==> src/rtl/mips_defs.sv <==
// Shared MIPS definitions: instruction field widths, opcode/funct constants,
// and the fetch FSM state encoding.
package mips_defs;

   localparam int OP_W     = 6;
   localparam int FUNCT_W  = 6;
   localparam int REG_W    = 5;
   localparam int IMM_W    = 16;

   localparam logic [5:0]  OP_RTYPE     = 6'h00;
   localparam logic [5:0]  OP_ADDI      = 6'h08;
   localparam logic [5:0]  FN_ADD       = 6'h20;
   localparam logic [31:0] NOP_WORD     = 32'h0000_0000;
   localparam logic [31:0] RESET_PC_DEF = 32'h0040_0000;

   typedef enum logic [1:0] {
      IDLE = 2'd0,
      REQ  = 2'd1,
      WAIT = 2'd2,
      DONE = 2'd3
   } fetch_state_t;

endpackage

==> src/rtl/instr_fetch_unit_pc_reg.sv <==
// Program counter: update enable, next-PC mux and word-alignment check.
// A misaligned target is still taken, with its low two bits cleared.
module pc_reg
   import mips_defs::*;
#(
   parameter int               WIDTH    = 32,
   parameter logic [WIDTH-1:0] RESET_PC = RESET_PC_DEF[WIDTH-1:0]
) (
   input  logic             clk,
   input  logic             rst,
   input  logic             pc_write,
   input  logic             branch,
   input  logic             zero,
   input  logic             pc_src,
   input  logic [WIDTH-1:0] alu_result,
   input  logic [WIDTH-1:0] alu_out,
   output logic [WIDTH-1:0] pc,
   output logic             align_err
);

   logic             en;
   logic [WIDTH-1:0] nxt;

   assign en        = pc_write | (branch & zero);
   assign nxt       = pc_src ? alu_out : alu_result;
   assign align_err = en && (nxt[1:0] != 2'b00);

   always_ff @(posedge clk) begin
      if (!rst) begin
         pc <= RESET_PC;
      end else if (en) begin
         pc <= {nxt[WIDTH-1:2], 2'b00};
      end
   end

endmodule

==> src/rtl/instr_fetch_unit.sv <==
// Instruction fetch: owns PC and IR, runs the memory read handshake and
// slices the IR into decode fields. All outputs are registered.
module instr_fetch_unit
   import mips_defs::*;
#(
   parameter int               WIDTH    = 32,
   parameter logic [WIDTH-1:0] RESET_PC = RESET_PC_DEF[WIDTH-1:0],
   parameter int               MAX_WAIT = 15
) (
   input  logic             clk,
   input  logic             rst,
   input  logic             pc_write,
   input  logic             branch,
   input  logic             zero,
   input  logic             pc_src,
   input  logic [WIDTH-1:0] alu_result,
   input  logic [WIDTH-1:0] alu_out,
   input  logic             ir_write,
   output logic             mem_req,
   output logic [WIDTH-1:0] mem_addr,
   input  logic [WIDTH-1:0] mem_rdata,
   input  logic             mem_ready,
   output logic [WIDTH-1:0] pc,
   output logic [WIDTH-1:0] instr,
   output logic [5:0]       op,
   output logic [5:0]       funct,
   output logic [4:0]       rs,
   output logic [4:0]       rt,
   output logic [4:0]       rd,
   output logic [15:0]      imm,
   output logic             instr_valid,
   output logic             fetch_busy,
   output logic             fetch_err
);

   fetch_state_t     state, state_nxt;
   logic [3:0]       cnt, cnt_nxt;
   logic [WIDTH-1:0] ir_nxt, addr_nxt;
   logic             err_nxt;
   logic             align_err;

   pc_reg #(.WIDTH(WIDTH), .RESET_PC(RESET_PC)) u_pc_reg (
      .clk        (clk),
      .rst        (rst),
      .pc_write   (pc_write),
      .branch     (branch),
      .zero       (zero),
      .pc_src     (pc_src),
      .alu_result (alu_result),
      .alu_out    (alu_out),
      .pc         (pc),
      .align_err  (align_err)
   );

   always_ff @(posedge clk) begin
      if (!rst) begin
         state       <= IDLE;
         cnt         <= 4'd0;
         instr       <= '0;
         mem_addr    <= '0;
         mem_req     <= 1'b0;
         instr_valid <= 1'b0;
         fetch_err   <= 1'b0;
      end else begin
         state       <= state_nxt;
         cnt         <= cnt_nxt;
         instr       <= ir_nxt;
         mem_addr    <= addr_nxt;
         mem_req     <= (state_nxt == REQ) || (state_nxt == WAIT);
         instr_valid <= (state_nxt == DONE);
         fetch_err   <= err_nxt;
      end
   end

   always_comb begin
      state_nxt = state;
      cnt_nxt   = cnt;
      ir_nxt    = instr;
      addr_nxt  = mem_addr;
      err_nxt   = fetch_err | align_err;
      case (state)
         IDLE: begin
            if (ir_write) begin
               addr_nxt  = pc;
               state_nxt = REQ;
            end
         end
         REQ: begin
            if (mem_ready) begin
               ir_nxt    = mem_rdata;
               state_nxt = DONE;
            end else begin
               cnt_nxt   = 4'd1;
               state_nxt = WAIT;
            end
         end
         WAIT: begin
            if (mem_ready) begin
               ir_nxt    = mem_rdata;
               state_nxt = DONE;
            end else if (cnt == 4'(MAX_WAIT)) begin
               // Timed-out fetch delivers a NOP so control can keep running.
               ir_nxt    = NOP_WORD[WIDTH-1:0];
               err_nxt   = 1'b1;
               state_nxt = DONE;
            end else begin
               cnt_nxt = cnt + 4'd1;
            end
         end
         DONE: begin
            state_nxt = IDLE;
         end
         default: state_nxt = IDLE;
      endcase
      if (ir_write && (state != IDLE)) begin
         err_nxt = 1'b1;
      end
   end

   assign fetch_busy = mem_req;
   assign op         = instr[31:26];
   assign rs         = instr[25:21];
   assign rt         = instr[20:16];
   assign rd         = instr[15:11];
   assign imm        = instr[15:0];
   assign funct      = instr[5:0];

endmodule

==> config.mk <==
export PLATFORM = sky130hd
export DESIGN_NAME = instr_fetch_unit
export DESIGN_NICKNAME = d
export VERILOG_FILES = /design/src/rtl/mips_defs.sv /design/src/rtl/instr_fetch_unit_pc_reg.sv /design/src/rtl/instr_fetch_unit.sv
export SDC_FILE = /design/constraint.sdc
export NUM_CORES = 1
export LEC_CHECK = 0
export ABC_AREA = 1
export BUFFER_PORTS_ARGS = -buffer_cell sky130_fd_sc_hd__buf_2
export CORE_MARGIN = 2
export CORE_UTILIZATION = 45
export CTS_CLUSTER_SIZE = 8
export DETAILED_ROUTE_END_ITERATION = 10
export PLACE_DENSITY = 0.84
export SYNTH_ARGS = -nofsm -noshare
export SYNTH_HDL_FRONTEND = slang
export SYNTH_SLANG_ARGS = --single-unit
export TNS_END_PERCENT = 100
==> constraint.sdc <==
create_clock -name clk -period 4 [get_ports clk]
set_input_delay 0.2 -clock clk [delete_from_list [all_inputs] [get_ports clk]]
set_output_delay 0.2 -clock clk [all_outputs]
set_load 0.03 [all_outputs]
==> out/results.env <==
OUTCOME='completed'
GRTUSAGETOTAL_PCT=20.5
SYNTHESIS.AREA_MM2=0.00460
SYN-MEAN-INSTANCE-AREA_UM2=7.16
DPL.CELL_COUNT=936
YOSYSTOPAREACELL='sky130_fd_sc_hd__dfxtp_1'
PEAKVDDDROP_V=0.000318
CRITICAL_PATH.ENDPOINT_TYPE='flip-flop'
SETUP.WORST_PATH.START='state[0]$_SDFF_PN0_'
FINALSETUPVIOLCOUNT=0
YOSYS-TOP-CELLS-COUNT='sky130_fd_sc_hd__nor2_1 (169), sky130_fd_sc_hd__dfxtp_1 (101), sky130_fd_sc_hd__nand2_1 (82)'
GRT_PASS1_VIAS=3842
AREA_DELTA_SYNTH_FINAL_PCT=22.9
HOLDCRITPATHCLASS='input port to flip-flop'
INSERTION_DELAY_PS=350
RSZ0062_AT_GRT='no'
WIRE_LENGTH_OF_THE_FIRST_GLOBAL_ROUTING_PASS_UM=18400
NUMBER_OF_DESIGN_RULE_VIOLATIONS_LEFT_BY_THE_FIRST_DETAILED_ROUTER_ITERATION=158
ARRIVAL_PS=2680
YOSYSWARNINGCOUNT=0
MAXIMUM_NUMBER_OF_PINS_ON_ONE_NET_BEFORE_GLOBAL_ROUTE_REPAIR=63
CRITICAL_PATH_REQUIRED_PS=4240
INSTANCES_NO_FILL=952
DRT-PASS1-ITER-COUNT=6
R2R.WORST_PATH.CELLS=6
TOTALWIRELENGTH_UM=11700
ROUTED-VIA-COUNT=4435
SKEW_PS=11.3
CTS_SETUP_BUFFERS=0
CTS_BUFS_INSERTED=9
NUMBER_OF_BUFFERS_INSERTED_BY_PORT_BUFFERING=242
MAXCAPVIOLATIONS=0
START_KIND='flip-flop'
AVGVIACOUNTPERCELL=4.66
CLOCK-SINKS=101
DRCVIOLATIONCOUNT=0
HOLDPATHSTAGES=3
SETUP_TNS_PS=0
STD_CELL_ROWS=36
WIRE_PER_INST_UM=12.3
GRT_ANTENNA_BEFORE_REPAIR=0
INSERTEDDIODECOUNT=0
DESIGN.CORE.AREA_MM2=0.00986
LARGEST_REGISTER_FFS=32
SYNTH.MOST_COMMON_CELL='sky130_fd_sc_hd__nor2_1'
IO-PIN-COUNT=247
GRT_OVERFLOW=0
REG2REG_TO='mem_addr[3]$_SDFFE_PN0P_'
POSTSYNTH.TOPFLOPCELL='sky130_fd_sc_hd__dfxtp_1'
LAYOUT-DRIVE-GT1-SHARE_PCT=32.8
WORSTREG2REGSTART='state[0]$_SDFF_PN0_'
NETLIST_TOP_CELLS_AREA='sky130_fd_sc_hd__dfxtp_1 (44%), sky130_fd_sc_hd__nor2_1 (14%), sky130_fd_sc_hd__o21ai_0 (8.1%), sky130_fd_sc_hd__buf_4 (8.0%), sky130_fd_sc_hd__nand2_1 (6.7%)'
GPL.FINAL_WEIGHTED_CONGESTION=0.858
R2R_SETUP_SLACK_PS=1560
CELLS_AFTER_SYNTHESIS=642
FIN_CRIT_PS=2440
PLACE_AREA_MM2=0.00543
DETAILEDPLACEMENTHPWL_UM=8740
SYNTH-SEQ-CELLS=101
FINAL_STANDARD_CELL_AREA_WITHOUT_FILLERS_MM2=0.00565
PATH_CLK_SLEW_PS=100
CTS_MAX_PATH_BUFFERS=2
NUMBER_OF_ENABLE_FLIP_FLOP_CELLS_AFTER_SYNTHESIS=0
FINAL_MAX_SLEW_VIOL_COUNT=0
SYNTHDISTINCTLIBCELLS=28
POWER.DENSITY_CELL_AREA_mW_PER_MM2=681
POST-ROUTE-PERIOD-UTIL_PCT=60.9
CRITPATHCAPTURE='mem_addr[3]$_SDFFE_PN0P_'
YOSYSTOPAREACELLSHARE_PCT=44.0
NETS=923
ANTENNA_LEFT=0
CLK_ROOT_BUFFER_CELL='sky130_fd_sc_hd__clkbuf_8'
SYNTH_ASYNC_SR_FLOP_SHARE_PCT=0
CTS_TREE='built'
TIGHTESTPINTRANSITION_PS=956
DIE_H_UM=105
FLOORPLAN.INITIALDENSITY_PCT=46.6
REPORT.FINAL.HOLD_VIOL_COUNT=0
FRACTION_OF_THE_YOSYS_AREA_TAKEN_BY_SEQUENTIAL_CELLS_PCT=44.0
CRITICALPATHCATEGORY='flip-flop to flip-flop'
CTS_HOLD_BUF=0
MAX_SLEW_MARGIN_PCT=36.3
CTS_HTREE_LEVELS=3
POST_CTS_RESIZE_COUNT=0
FLOORPLAN.DIE.WIDTH_UM=105
P_LEAK_nW=3.04
DIEAREA_MM2=0.0110
FMAX_MHz=410
CRITICAL_PATH_PEAK_FANOUT=31
TOTAL_POWER_mW=3.84
==> layer usage <==
metal,routed length (um),GRT usage [%]
met3,889,4.49
met4,246,7.33
met1,4960,24.5
met2,5650,35.9
met5,0,0
==> worst max-delay path, cell delays in order, from the launching register on <==
cell and delay, ps:
sky130_fd_sc_hd__dfxtp_1 350, sky130_fd_sc_hd__inv_1 80, sky130_fd_sc_hd__ha_1 250, sky130_fd_sc_hd__nand2_1 670, sky130_fd_sc_hd__inv_1 660, sky130_fd_sc_hd__nor2_1 230
sky130_fd_sc_hd__nor2_1 70
==> layout make-up <==
| cell class | count | area [um^2] |
|---|---|---|
| Fill cell | 983 | 4220 |
| Sequential cell | 101 | 2020 |
| Multi-Input combinational cell | 404 | 1810 |
| Timing Repair Buffer | 244 | 1230 |
| Inverter | 54 | 208 |
| Tap cell | 133 | 166 |
| Clock buffer | 10 | 138 |
| Clock inverter | 6 | 78.8 |
==> cells in the final DEF (no fill, tap or decap) <==
cell / instances
sky130_fd_sc_hd__buf_2: 242
sky130_fd_sc_hd__nor2_1: 169
sky130_fd_sc_hd__dfxtp_1: 101
sky130_fd_sc_hd__nand2_1: 82
sky130_fd_sc_hd__o21ai_0: 74
sky130_fd_sc_hd__inv_1: 50
sky130_fd_sc_hd__a31oi_1: 27
sky130_fd_sc_hd__o21ai_1: 16
sky130_fd_sc_hd__nand3_1: 11
sky130_fd_sc_hd__clkbuf_8: 10
sky130_fd_sc_hd__a21oi_1: 5
sky130_fd_sc_hd__ha_1: 5
sky130_fd_sc_hd__conb_1: 4
sky130_fd_sc_hd__inv_2: 3
sky130_fd_sc_hd__clkinv_4: 3
sky130_fd_sc_hd__o211a_1: 2
sky130_fd_sc_hd__nand4_1: 2
sky130_fd_sc_hd__inv_8: 2
sky130_fd_sc_hd__buf_4: 2
sky130_fd_sc_hd__nand3_2: 1
sky130_fd_sc_hd__o21ai_2: 1
sky130_fd_sc_hd__nand2_2: 1
sky130_fd_sc_hd__nand2_4: 1
sky130_fd_sc_hd__inv_6: 1
sky130_fd_sc_hd__o21bai_1: 1
sky130_fd_sc_hd__or2_2: 1
sky130_fd_sc_hd__o211ai_1: 1
sky130_fd_sc_hd__bufinv_16: 1
==> how the worst min path moves through the flow <==
stage / start / endpoint / slack, ps
3_5_place_dp: alu_out[22] / u_pc_reg.pc[22]$_SDFFE_PN1P_ / 460
6_report: alu_result[7] / u_pc_reg.pc[7]$_SDFFE_PN0P_ / 100
2_1_floorplan: alu_out[9] / u_pc_reg.pc[9]$_SDFFE_PN0P_ / 350
3_3_place_gp: mem_addr[19]$_SDFFE_PN0P_ / mem_addr[19]$_SDFFE_PN0P_ / 460
5_1_grt: alu_out[16] / u_pc_reg.pc[16]$_SDFFE_PN0P_ / 80
4_1_cts: alu_result[7] / u_pc_reg.pc[7]$_SDFFE_PN0P_ / 80
==> power breakdown <==
group / internal (mW) / switching [mW] / total [mW]
Sequential: 1.24 / 0.153 / 1.39
Combinational: 0.493 / 1.28 / 1.77
Clock: 0.319 / 0.361 / 0.679
Total: 2.05 / 1.79 / 3.84
==> through the flow <==
step	hold slack [ps]	utilization (%)	setup WS (ps)
2_1_floorplan	355	-	2610
3_3_place_gp	459	55.1	1630
3_5_place_dp	463	55.1	1510
4_1_cts	79.1	57.3	1490
5_1_grt	82.1	57.3	1210
6_report	98.5	57.3	1560
==> logic make-up after synthesis <==
family,after synthesis,share of synthesized area [%]
AOI/OAI and AO/OA,127,15.0
and+or+nand+nor,268,22.7
DFF,101,44.0
other,1,0.0816
adders and majority gates,5,1.36
buffers and inverters,140,16.9
Power figures use the tool's default switching activity.
